File: config.mk
export PLATFORM = sky130hd
export DESIGN_NAME = pipeline_hazard_ctrl
export DESIGN_NICKNAME = d
export VERILOG_FILES = /design/src/rtl/pipeline_hazard_ctrl.sv
export SDC_FILE = /design/constraint.sdc
export NUM_CORES = 1
export LEC_CHECK = 0
export BUFFER_PORTS_ARGS = -buffer_cell sky130_fd_sc_hd__buf_2
export CELL_PAD_IN_SITES_DETAIL_PLACEMENT = 1
export CELL_PAD_IN_SITES_GLOBAL_PLACEMENT = 2
export CORE_MARGIN = 4
export CORE_UTILIZATION = 25
export DETAILED_ROUTE_END_ITERATION = 16
export PLACE_DENSITY_LB_ADDON = 0.1
export SETUP_SLACK_MARGIN = 0.1
export SLEW_MARGIN = 20
export SYNTH_ARGS = -nofsm -noshare
export SYNTH_HDL_FRONTEND = slang
export SYNTH_SLANG_ARGS = --single-unit
File: constraint.sdc
create_clock -name clock -period 2.8 [get_ports clock]
set_clock_uncertainty 0.15 [all_clocks]
set_input_delay 0.28 -clock clock [delete_from_list [all_inputs] [get_ports clock]]
set_output_delay 0.28 -clock clock [all_outputs]
set_load 0.01 [all_outputs]
File: src/rtl/pipeline_hazard_ctrl.sv
// rtl/pipeline_hazard_ctrl.sv - fetch PC owner, hazard detection, stage hold/flush and ALU forwarding
module pipeline_hazard_ctrl #(
   parameter int          LOAD_STALL = 1,
   parameter logic [4:0]  HALT_PC    = 5'd16
) (
   input  logic       clock,
   input  logic       reset_n,
   input  logic       dec_valid,
   input  logic [2:0] dec_op,
   input  logic [4:0] dec_rs1,
   input  logic [4:0] dec_rs2,
   input  logic [4:0] dec_imm,
   input  logic       beq_equal,
   input  logic       ex_valid,
   input  logic [2:0] ex_op,
   input  logic [4:0] ex_rd,
   input  logic       wb_valid,
   input  logic [2:0] wb_op,
   input  logic [4:0] wb_rd,
   output logic [4:0] pc,
   output logic [2:0] hold,
   output logic [2:0] flush,
   output logic [1:0] fwd_a,
   output logic [1:0] fwd_b,
   output logic       halted,
   output logic [7:0] stall_count
);

   localparam logic [2:0] OP_LI  = 3'd0;
   localparam logic [2:0] OP_ADI = 3'd1;
   localparam logic [2:0] OP_ADD = 3'd2;
   localparam logic [2:0] OP_CMP = 3'd3;
   localparam logic [2:0] OP_LW  = 3'd4;
   localparam logic [2:0] OP_ST  = 3'd5;
   localparam logic [2:0] OP_J   = 3'd6;
   localparam logic [2:0] OP_BEQ = 3'd7;

   localparam logic [3:0] STALL_INIT = 4'(LOAD_STALL - 1);

   typedef enum logic [1:0] {
      ST_RUN      = 2'd0,
      ST_STALL    = 2'd1,
      ST_REDIRECT = 2'd2,
      ST_HALT     = 2'd3
   } state_t;

   state_t     state_q, state_d;
   logic [3:0] cnt_q, cnt_d;
   logic [4:0] pc_q, pc_d;
   logic [2:0] hold_q, hold_d;
   logic [2:0] flush_q, flush_d;
   logic       halted_q, halted_d;
   logic [7:0] stall_count_q, stall_count_d;

   function automatic logic is_writer(input logic [2:0] op);
      return (op == OP_LI) || (op == OP_ADI) || (op == OP_ADD) || (op == OP_LW);
   endfunction

   function automatic logic reads_rs1(input logic [2:0] op);
      return (op == OP_ADI) || (op == OP_ADD) || (op == OP_CMP) || (op == OP_LW) ||
             (op == OP_ST) || (op == OP_BEQ);
   endfunction

   function automatic logic reads_rs2(input logic [2:0] op);
      return (op == OP_ADD) || (op == OP_CMP) || (op == OP_ST) || (op == OP_BEQ);
   endfunction

   function automatic logic [1:0] fwd_sel(input logic [4:0] src);
      if (src == 5'd0)
         return 2'd0;
      if (ex_valid && is_writer(ex_op) && (ex_op != OP_LW) && (ex_rd == src))
         return 2'd1;
      if (wb_valid && is_writer(wb_op) && (wb_rd == src))
         return 2'd2;
      return 2'd0;
   endfunction

   logic load_use;
   logic taken;

   // Hazard detection on the instruction currently sitting in DEC
   always_comb begin
      load_use = dec_valid && ex_valid && (ex_op == OP_LW) && (ex_rd != 5'd0) &&
                 ((reads_rs1(dec_op) && (dec_rs1 == ex_rd)) ||
                  (reads_rs2(dec_op) && (dec_rs2 == ex_rd)));
      taken    = dec_valid && ((dec_op == OP_J) || ((dec_op == OP_BEQ) && beq_equal));
   end

   // Next-state, next-PC and the registered hold/flush/halt/stall-count values
   always_comb begin
      state_d = state_q;
      cnt_d   = cnt_q;
      pc_d    = pc_q;
      unique case (state_q)
         ST_RUN: begin
            if (pc_q == HALT_PC) begin
               state_d = ST_HALT;
            end else if (load_use) begin
               state_d = ST_STALL;
               cnt_d   = STALL_INIT;
            end else if (taken) begin
               state_d = ST_REDIRECT;
               pc_d    = dec_imm;
            end else begin
               pc_d = pc_q + 5'd1;
            end
         end
         ST_STALL: begin
            if (cnt_q == 4'd0)
               state_d = ST_RUN;
            else
               cnt_d = cnt_q - 4'd1;
         end
         ST_REDIRECT: begin
            if (pc_q == HALT_PC) begin
               state_d = ST_HALT;
            end else begin
               state_d = ST_RUN;
               pc_d    = pc_q + 5'd1;
            end
         end
         ST_HALT: begin
            state_d = ST_HALT;
         end
         default: begin
            state_d = ST_RUN;
         end
      endcase

      hold_d        = 3'b000;
      flush_d       = 3'b000;
      halted_d      = 1'b0;
      stall_count_d = stall_count_q;
      unique case (state_d)
         ST_STALL: begin
            hold_d  = 3'b001;
            flush_d = 3'b010;
            if (stall_count_q != 8'hff)
               stall_count_d = stall_count_q + 8'd1;
         end
         ST_REDIRECT: flush_d = 3'b001;
         ST_HALT: begin
            hold_d   = 3'b111;
            halted_d = 1'b1;
         end
         default: ;
      endcase
   end

   // State and output registers with synchronous active-low reset
   always_ff @(posedge clock) begin
      if (!reset_n) begin
         state_q       <= ST_RUN;
         cnt_q         <= 4'd0;
         pc_q          <= 5'd0;
         hold_q        <= 3'b000;
         flush_q       <= 3'b000;
         halted_q      <= 1'b0;
         stall_count_q <= 8'd0;
      end else begin
         state_q       <= state_d;
         cnt_q         <= cnt_d;
         pc_q          <= pc_d;
         hold_q        <= hold_d;
         flush_q       <= flush_d;
         halted_q      <= halted_d;
         stall_count_q <= stall_count_d;
      end
   end

   // Forwarding selects follow the current stage contents; held at 0 during reset
   always_comb begin
      fwd_a = reset_n ? fwd_sel(dec_rs1) : 2'd0;
      fwd_b = reset_n ? fwd_sel(dec_rs2) : 2'd0;
   end

   assign pc          = pc_q;
   assign hold        = hold_q;
   assign flush       = flush_q;
   assign halted      = halted_q;
   assign stall_count = stall_count_q;

endmodule
# Word level (Yosys, flattened, before mapping)
# Cells that the tools add are included.
# word_totals
reg_bits	26
out_inout_bits	24
elab_cells	130
# op_classes
addsub	3
n_eq_ne	33
mux	44
n_reduce_logical	43
# ops
op	n
2-bit 2-to-1 mux	19
5-bit == test	6
5-bit 2-to-1 mux	4
3-bit == test, second input constant	6
1-bit logical OR	16
1-bit logical AND	15
1-bit 2-to-1 mux	13
3-bit by 2-bit == test with 1-bit output, second input constant	4
4-bit 2-to-1 mux	3
5-bit zero test	2
2-bit inequality test, second input constant	5
5-bit case mux with 2 select lines	1
3-bit by 1-bit == test with 1-bit output, second input constant	3
8-bit by 1-bit adder with 8-bit output, second input constant	1
2-bit == test, second input constant	4
8-bit inequality test, second input constant	1
2-bit case mux with 4 select lines	1
4-bit case mux with 2 select lines	1
4-bit AND reduction	2
3-bit zero test	2
3-bit case mux with 2 select lines	1
5-bit by 1-bit adder with 5-bit output, second input constant	1
5-bit == test, second input constant	1
5-bit nonzero test	1
8 further kinds	10

# Depth between registers and ports, before layout
# Gate-level depths: netlist of the first run.
# logic_depth
word_depth	15
mapped_depth	10

# Least setup slack after synthesis of the first run
# No wires, ideal clock.
# synth_timing
kind	register to register
start	register pc_q[0] (netlist: pc[0])
end	register stall_count_q[3] (netlist: stall_count[3])
setup_time_ps	70
arrival_ps	2028
path_slack_ps	552
path_stages_with_launch	10
n_path_buf	1
synth_period_minus_slack_ps	2248
path_cell_list	dfxtp_1 inv_1 ha_1 nand3_1 nand2_1 or3_1 o21a_1 buf_6 or4_1 a21boi_1
# synth_via
elab_chain_cells	5
# synth_lines
element	line_no	text
from (decl)	49	logic [4:0] pc_q, pc_d;
from (signal assigned)	163	pc_q <= pc_d;
5-bit == test *	96, 115	
2-bit 2-to-1 mux (on tied branches)	115, 96	
2-bit case mux with 4 select lines *	94	unique case (state_q)
2-bit by 1-bit == test with 1-bit output *	134	unique case (state_d)
2-bit AND reduction (no source line) *	n/a	
to (signal assigned)	167	stall_count_q <= stall_count_d;
to (decl)	53	logic [7:0] stall_count_q, stall_count_d;
# Every way passes the cells marked *; elsewhere a longest branch is shown, timed or not.
# A chain may end at the register's enable or synchronous reset.

# Worst setup path in the final report of the first run
# layout_timing
start	register pc_q[0] (netlist: pc[0])
end	register stall_count_q[5] (netlist: stall_count[5])
# The elaborated chain is that of the path after synthesis.

==> out/metrics.yaml, run 1 <==
outcome:
  status: "finished clean"
clock_network:
  cts-root-buf: "clkbuf_8"
  cts_buffers: 3
  ctsResizeCount: 0
  path_clk_slew_ps: 80
  holdBufCountCts: 0
  clock_sinks: 22
  cts_max_path_buffers: 2
  clk_latency_ps: 260
  cts_htree_levels: 1
  cts_setup_buffers: 0
  tritoncts: "done"
drt:
  via_per_inst: 4.855
  vias: 1646
  avgRoutedWirePerCell_um: 13.56
  drc: 0
  postRouteAntennaNets: 0
  first_pass_iters: 4
  routed_wl_mm: 4.597
  drtIter0Drc: 53
setup_path:
  crit_path_end: "stall_count[5]"
  timing.rr.start: "pc[0]"
  cp-end-kind: "flop"
  r2r_end: "stall_count[5]"
  crit_start: "pc[0]"
  critPathRequiredTime_ps: 2840
  arrival_ps: 2510
  startpoint_type: "flop"
  worst-setup-path-type: "reg2reg"
  reg2regPathDepth: 8
  path_max_fanout: 15
  r2r_slack_ps: 340
logic_synthesis:
  syn-num-nets: 248
  synth-edff-count: 0
  synthesis.area_um2: 1582
  synth_area_per_cell_um2: 7.791
  synthTopCellsByArea: "dfxtp_1 28%, xnor2_1 6.1%, xor2_1 5.0%, nand2_1 4.3%, ha_1 4.0%"
  yosysSeqAreaShare_pct: 27.85
  ys.flop_type: "dfxtp_1"
  synthCells: 203
  async_flop_share_pct: 0
  yosysWarningCount: 0
  synth.top_cell.area_share_pct: 27.85
  synth_top_cell_by_area: "dfxtp_1"
  synth_seq_cells: 22
  synthDistinctLibCells: 45
floorplan:
  ios: 64
  die_w_um: 87.54
  core_area_um2: 6026
  start_util_pct: 26.25
  die_h_um: 87.54
  rows: 28
  fp.dieArea_um2: 7662
final_layout:
  final_area_um2: 2021
  fin_nets: 310
  regArea_um2: 440.4
  drive_above_1_share_pct: 29.55
  final_util_pct: 33.53
  layout_common_cells: "62 x buf_2, 22 x dfxtp_1, 18 x nand2_1"
  synthToLayoutAreaGrowth_pct: 27.77
  multi_input_area_um2: 1035
  antennaDiodeCount: 0
  fillers: 767
  final_common_cell: "buf_2"
grt:
  grt_pass1_vias: 1620
  gr-usage-all-layers_pct: 12.61
  grt_pass1_wl_mm: 7.707
  grt_max_degree: 27
  overflow: 0
  antenna_found_initial: 0
timing:
  finalSetupViolCount: 0
  tns_ps: 0
  post-route-min-period_ps: 2463
  fin_crit_sh_pct: 87.98
  worst_pin_slew_ps: 583.6
  rsz0062_at_grt: "no"
  relSlewSlack_pct: 60.86
  hold_viol: 0
  maxSlewViolCount: 0
  max_freq_ghz: 0.4060
placement:
  gp_congestion: 0.7459
  io_buffers: 62
  dpl_cell_area_um2: 1966
  hpwl_mm: 3.793
worst_hold_path:
  hold_path_class: "in2reg"
  hold_path_depth: 4
power:
  ir_drop_mv: 0.1309
  power_leakage_nw: 0.8832
  pwr_density_cell_nw_per_um2: 356.4
job:
  maxCapViolCount: 0
-- synthesized netlist by cell type (all sizes together), types with 6 or more instances --
library cell	number
nor3	8
nand3	12
nor2	14
o21ai	7
a21oi	8
nand2	18
xnor2	11
or3	6
xor2	9
o31ai	6
a21boi	7
dfxtp	22
buf	6
inv	11
-- worst max-delay path: stages, from the launching register on --
cell      delay (ps)
dfxtp_1          420
inv_1             70
ha_1             230
nand3_1           90
nand2_1           70
or3_1            320
o21a_1           350
or4_1            540
a21boi_0         160
-- layer usage --
| layer | global-route usage, % | up-vias | share of wire, % |
|---|---|---|---|
| met3 | 1.881 | 2 | 4.5 |
| met2 | 19.45 | 37 | 46 |
| met5 | 0 | - | 0 |
| met4 | 4.603 | 0 | 1.2 |
| li1 | - | 841 | - |
| met1 | 17.76 | 766 | 49 |
-- flip-flops by register name (all words and copies together) (netlist names) --
name,count
cnt_q,4
flush,2
halted,1
pc,5
stall_count,8
state_q,2
-- stage by stage --
stage	power, W	std cells	setup WS (ps)	hold slack [ps]
2_1_floorplan	0.0004259	203	552.2	300.2
3_3_place_gp	0.0004981	335	283.0	324.2
3_5_place_dp	0.0004981	335	244.9	319.3
4_1_cts	0.0007361	339	281.7	209.7
5_1_grt	0.0007687	339	130.7	218.9
6_report	0.0007201	339	336.7	215.6
-- final cells by class --
cell class,count,share of cell area [%]
tap,75,4.644
timing repair buffer,68,17.59
sequential,22,21.80
inverter,11,2.043
clock buffer,4,2.724
multi-input combinational,159,51.21
-- cells by family after synthesis --
logic type	count (synthesis)	share of synthesized area [%]
and+or+nand+nor	84	27.53
muxes	3	1.978
adders and majority gates	5	3.956
AOI/OAI and AO/OA	46	20.65
DFF	22	27.85
buffers and inverters	22	6.725
other	1	0.2371
xor gates and xnor gates	20	11.08
-- where the power goes --
part	switching (W)	total, W	internal (W)
logic	0.0000807	0.000155	0.0000747
clock network	0.000107	0.000233	0.000125
registers	0.0000106	0.000332	0.000322
total	0.000198	0.000720	0.000522
-- how the worst min path moves through the flow --
stage                     startpoint        to  slack, ps
after floorplan             cnt_q[1]  cnt_q[1]        300
after global placement      cnt_q[1]  cnt_q[1]        320
after detailed placement    cnt_q[1]  cnt_q[1]        320
after CTS                 dec_imm[3]     pc[3]        210
after global routing      dec_imm[1]     pc[1]        220
final                     dec_imm[2]     pc[2]        220
(Power assumes the default switching activity.)
==> run 2: changes to the inputs <==
Settings changed: ABC_AREA set to 1.
==> run 2 against run 1 <==
  * Worst hold slack got worse by 35 ps
  * Largest cell class unchanged
  * Highest routed layer unchanged
  * Via count increased by 9.7%
  * Sequential power up 8.4%
  * Final cell count is 16% higher
==> out/metrics.yaml, run 2 <==
drt:
  first_pass_iters: 4
  vias: 1805
  drc: 0
  drtIter0Drc: 45
  routed_wl_mm: 5.235
  postRouteAntennaNets: 0
  avgRoutedWirePerCell_um: 13.32
  via_per_inst: 4.593
floorplan:
  die_h_um: 89.40
  fp.dieArea_um2: 7992
  die_w_um: 89.40
  core_area_um2: 6386
  ios: 64
  start_util_pct: 25.94
  rows: 29
clock_network:
  cts-root-buf: "clkbuf_8"
  clk_latency_ps: 270
  cts_buffers: 3
  holdBufCountCts: 0
  clock_sinks: 22
  tritoncts: "done"
  cts_max_path_buffers: 2
  path_clk_slew_ps: 100
  cts_setup_buffers: 0
  cts_htree_levels: 1
  ctsResizeCount: 0
setup_path:
  critPathRequiredTime_ps: 2780
  arrival_ps: 2140
  timing.critical_path.mode_cell: "nand2_1"
  timing.rr.start: "pc[0]"
  critPathMaxStageDelay_ps: 420
  crit_slowest_cell: "dfxtp_1"
  reg2regPathDepth: 10
  worst-setup-path-type: "reg2reg"
  r2r_slack_ps: 640
  r2r_end: "stall_count[5]"
  cp_cell_sequence: "inv_1 > ha_1 > nand2_1 > nor3_1 > nor2_1 > nand4_4 > nand2_4 > nand2_1 > nand2_1 > a21oi_1"
  cp-end-kind: "flop"
  path_max_fanout: 13
  startpoint_type: "flop"
placement:
  gp_congestion: 0.7736
  hpwl_mm: 4.298
  dpl_worst_slack_ps: 653.2
  io_buffers: 62
  place_inst: 389
final_layout:
  multi_input_area_um2: 1021
  fin_nets: 362
  fillers: 864
  drive_above_1_share_pct: 24.68
  fin_cells: 393
  final_common_cell: "buf_2"
  largest_reg_flops: 8
  layout_common_cells: "62 x buf_2, 53 x nand2_1, 35 x inv_1"
  regArea_um2: 440.4
  antennaDiodeCount: 0
  synthToLayoutAreaGrowth_pct: 25.15
power:
  swShare_pct: 33.32
  p_clk_share_pct: 29.6
  power_leakage_nw: 1.048
  ir_drop_mv: 0.1720
  intPower_w: 0.0005491
  p_sw_w: 0.0002744
  p_comb_share_pct: 26.7
  p_seq_share_pct: 43.8
  pwr_density_cell_nw_per_um2: 397.2
grt:
  overflow: 0
  antenna_found_initial: 0
  grt_pass1_wl_mm: 8.756
  grt_pass1_vias: 1833
  gr-usage-all-layers_pct: 13.88
  grt_max_degree: 16
logic_synthesis:
  synthesis.area_um2: 1657
  synthTopCellsByArea: "dfxtp_1 27%, nand2_1 12%, nand3_1 8.5%, inv_1 7.9%, a21oi_1 5.4%"
  synthDistinctLibCells: 32
  ys_top_cells_by_count: "53 x nand2_1, 35 x inv_1, 28 x nand3_1"
  synthCells: 256
  synth_top_cell_by_area: "dfxtp_1"
  async_flop_share_pct: 0
  ys.flop_type: "dfxtp_1"
  synth-edff-count: 0
  yosysSeqAreaShare_pct: 26.59
  synth_seq_cells: 22
  yosysWarningCount: 0
  synth.top_cell.area_share_pct: 26.59
  synth.most_common_cell: "nand2_1"
  syn-num-nets: 301
  synth_area_per_cell_um2: 6.471
worst_hold_path:
  hold_path_class: "in2reg"
  worstHoldStart: "reset_n"
  hold_path_depth: 3
  hold-path-endpoint: "state_q[0]"
job:
  maxCapViolCount: 0
timing:
  layout_setup_ws_ps: 637.3
  tns_ps: 0
  fin_crit_sh_pct: 77.24
  finalSetupViolCount: 0
  maxSlewViolCount: 0
  post-route-min-period_ps: 2163
  worst_pin_slew_ps: 521.6
  holdWs_ps: 181.0
  relSlewSlack_pct: 65.19
  rsz0062_at_grt: "no"
  max_freq_ghz: 0.4624
  hold_viol: 0
outcome:
  status: "finished clean"
-- run 2: cell count changes after synthesis, sizes merged, moves of 8 or more --
cell	previous run	this run
nor2	14	27
o21ai	7	15
a21oi	8	18
nand3	12	28
inv	11	38
nand2	18	55
-- run 2: critical path: cells and delay by family, from the launching register on --
kind	cells	cell delay (ps)
adders and majority gates	1	190
and+or+nand+nor	7	1110
buffers and inverters	1	60
AOI/OAI and AO/OA	1	60
DFF	1	420
-- run 2: worst max-delay path by stage --
stage | from | end | slack, ps | cells after the start
after floorplan | pc[0] | stall_count[0] | 950 | 10
final | pc[0] | stall_count[5] | 640 | 10
after global routing | pc[0] | stall_count[2] | 410 | 10
after CTS | pc[0] | stall_count[5] | 620 | 10
after detailed placement | pc[0] | stall_count[5] | 650 | 10
after global placement | pc[0] | stall_count[0] | 740 | 10
-- run 2: cells by family (layout without fill, tap and decap cells) --
kind of cell / count (synthesis) / count (layout) / share of synthesized area, %
AOI/OAI and AO/OA: 42 / 42 / 14.35
xor gates and xnor gates: 17 / 17 / 8.988
adders and majority gates: 5 / 5 / 3.776
buffers and inverters: 45 / 105 / 11.78
DFF: 22 / 22 / 26.59
other: 1 / 1 / 0.2264
and+or+nand+nor: 124 / 124 / 34.29
-- run 2: final cells by class --
cell class / count / area share, %
clock buffers: 4 / 2.655
inverters: 38 / 6.880
flip-flops and latches: 22 / 21.24
well taps: 77 / 4.647
repair buffers: 63 / 15.33
multi-input cells: 189 / 49.25
-- run 2: power groups by stage --
stage	Sequential (W)	Combinational [W]	Clock, W
2_1_floorplan	0.000372	0.000124	0
3_3_place_gp	0.000367	0.000224	0
3_5_place_dp	0.000369	0.000223	0
4_1_cts	0.000361	0.000224	0.000252
5_1_grt	0.000365	0.000257	0.000262
6_report	0.000360	0.000220	0.000244
-- run 2: through the flow --
step                total power (W)  area, um2  utilization, %
finish                    0.0008235       2073           32.46
global route              0.0008844       2073           32.46
CTS                       0.0008374       2073           32.46
detailed placement        0.0005916       2018           31.60
global placement          0.0005918       2018           31.60
floorplan                 0.0004960       1657               -
-- run 2: per-layer routing --
layer / track usage, % / share of wire [%] / up-vias
met3: 2.304 / 3.5 / 4
li1: - / - / 951
met2: 23.71 / 49 / 35
met5: 0 / 0 / -
met4: 3.248 / 0.96 / 0
met1: 18.19 / 47 / 815
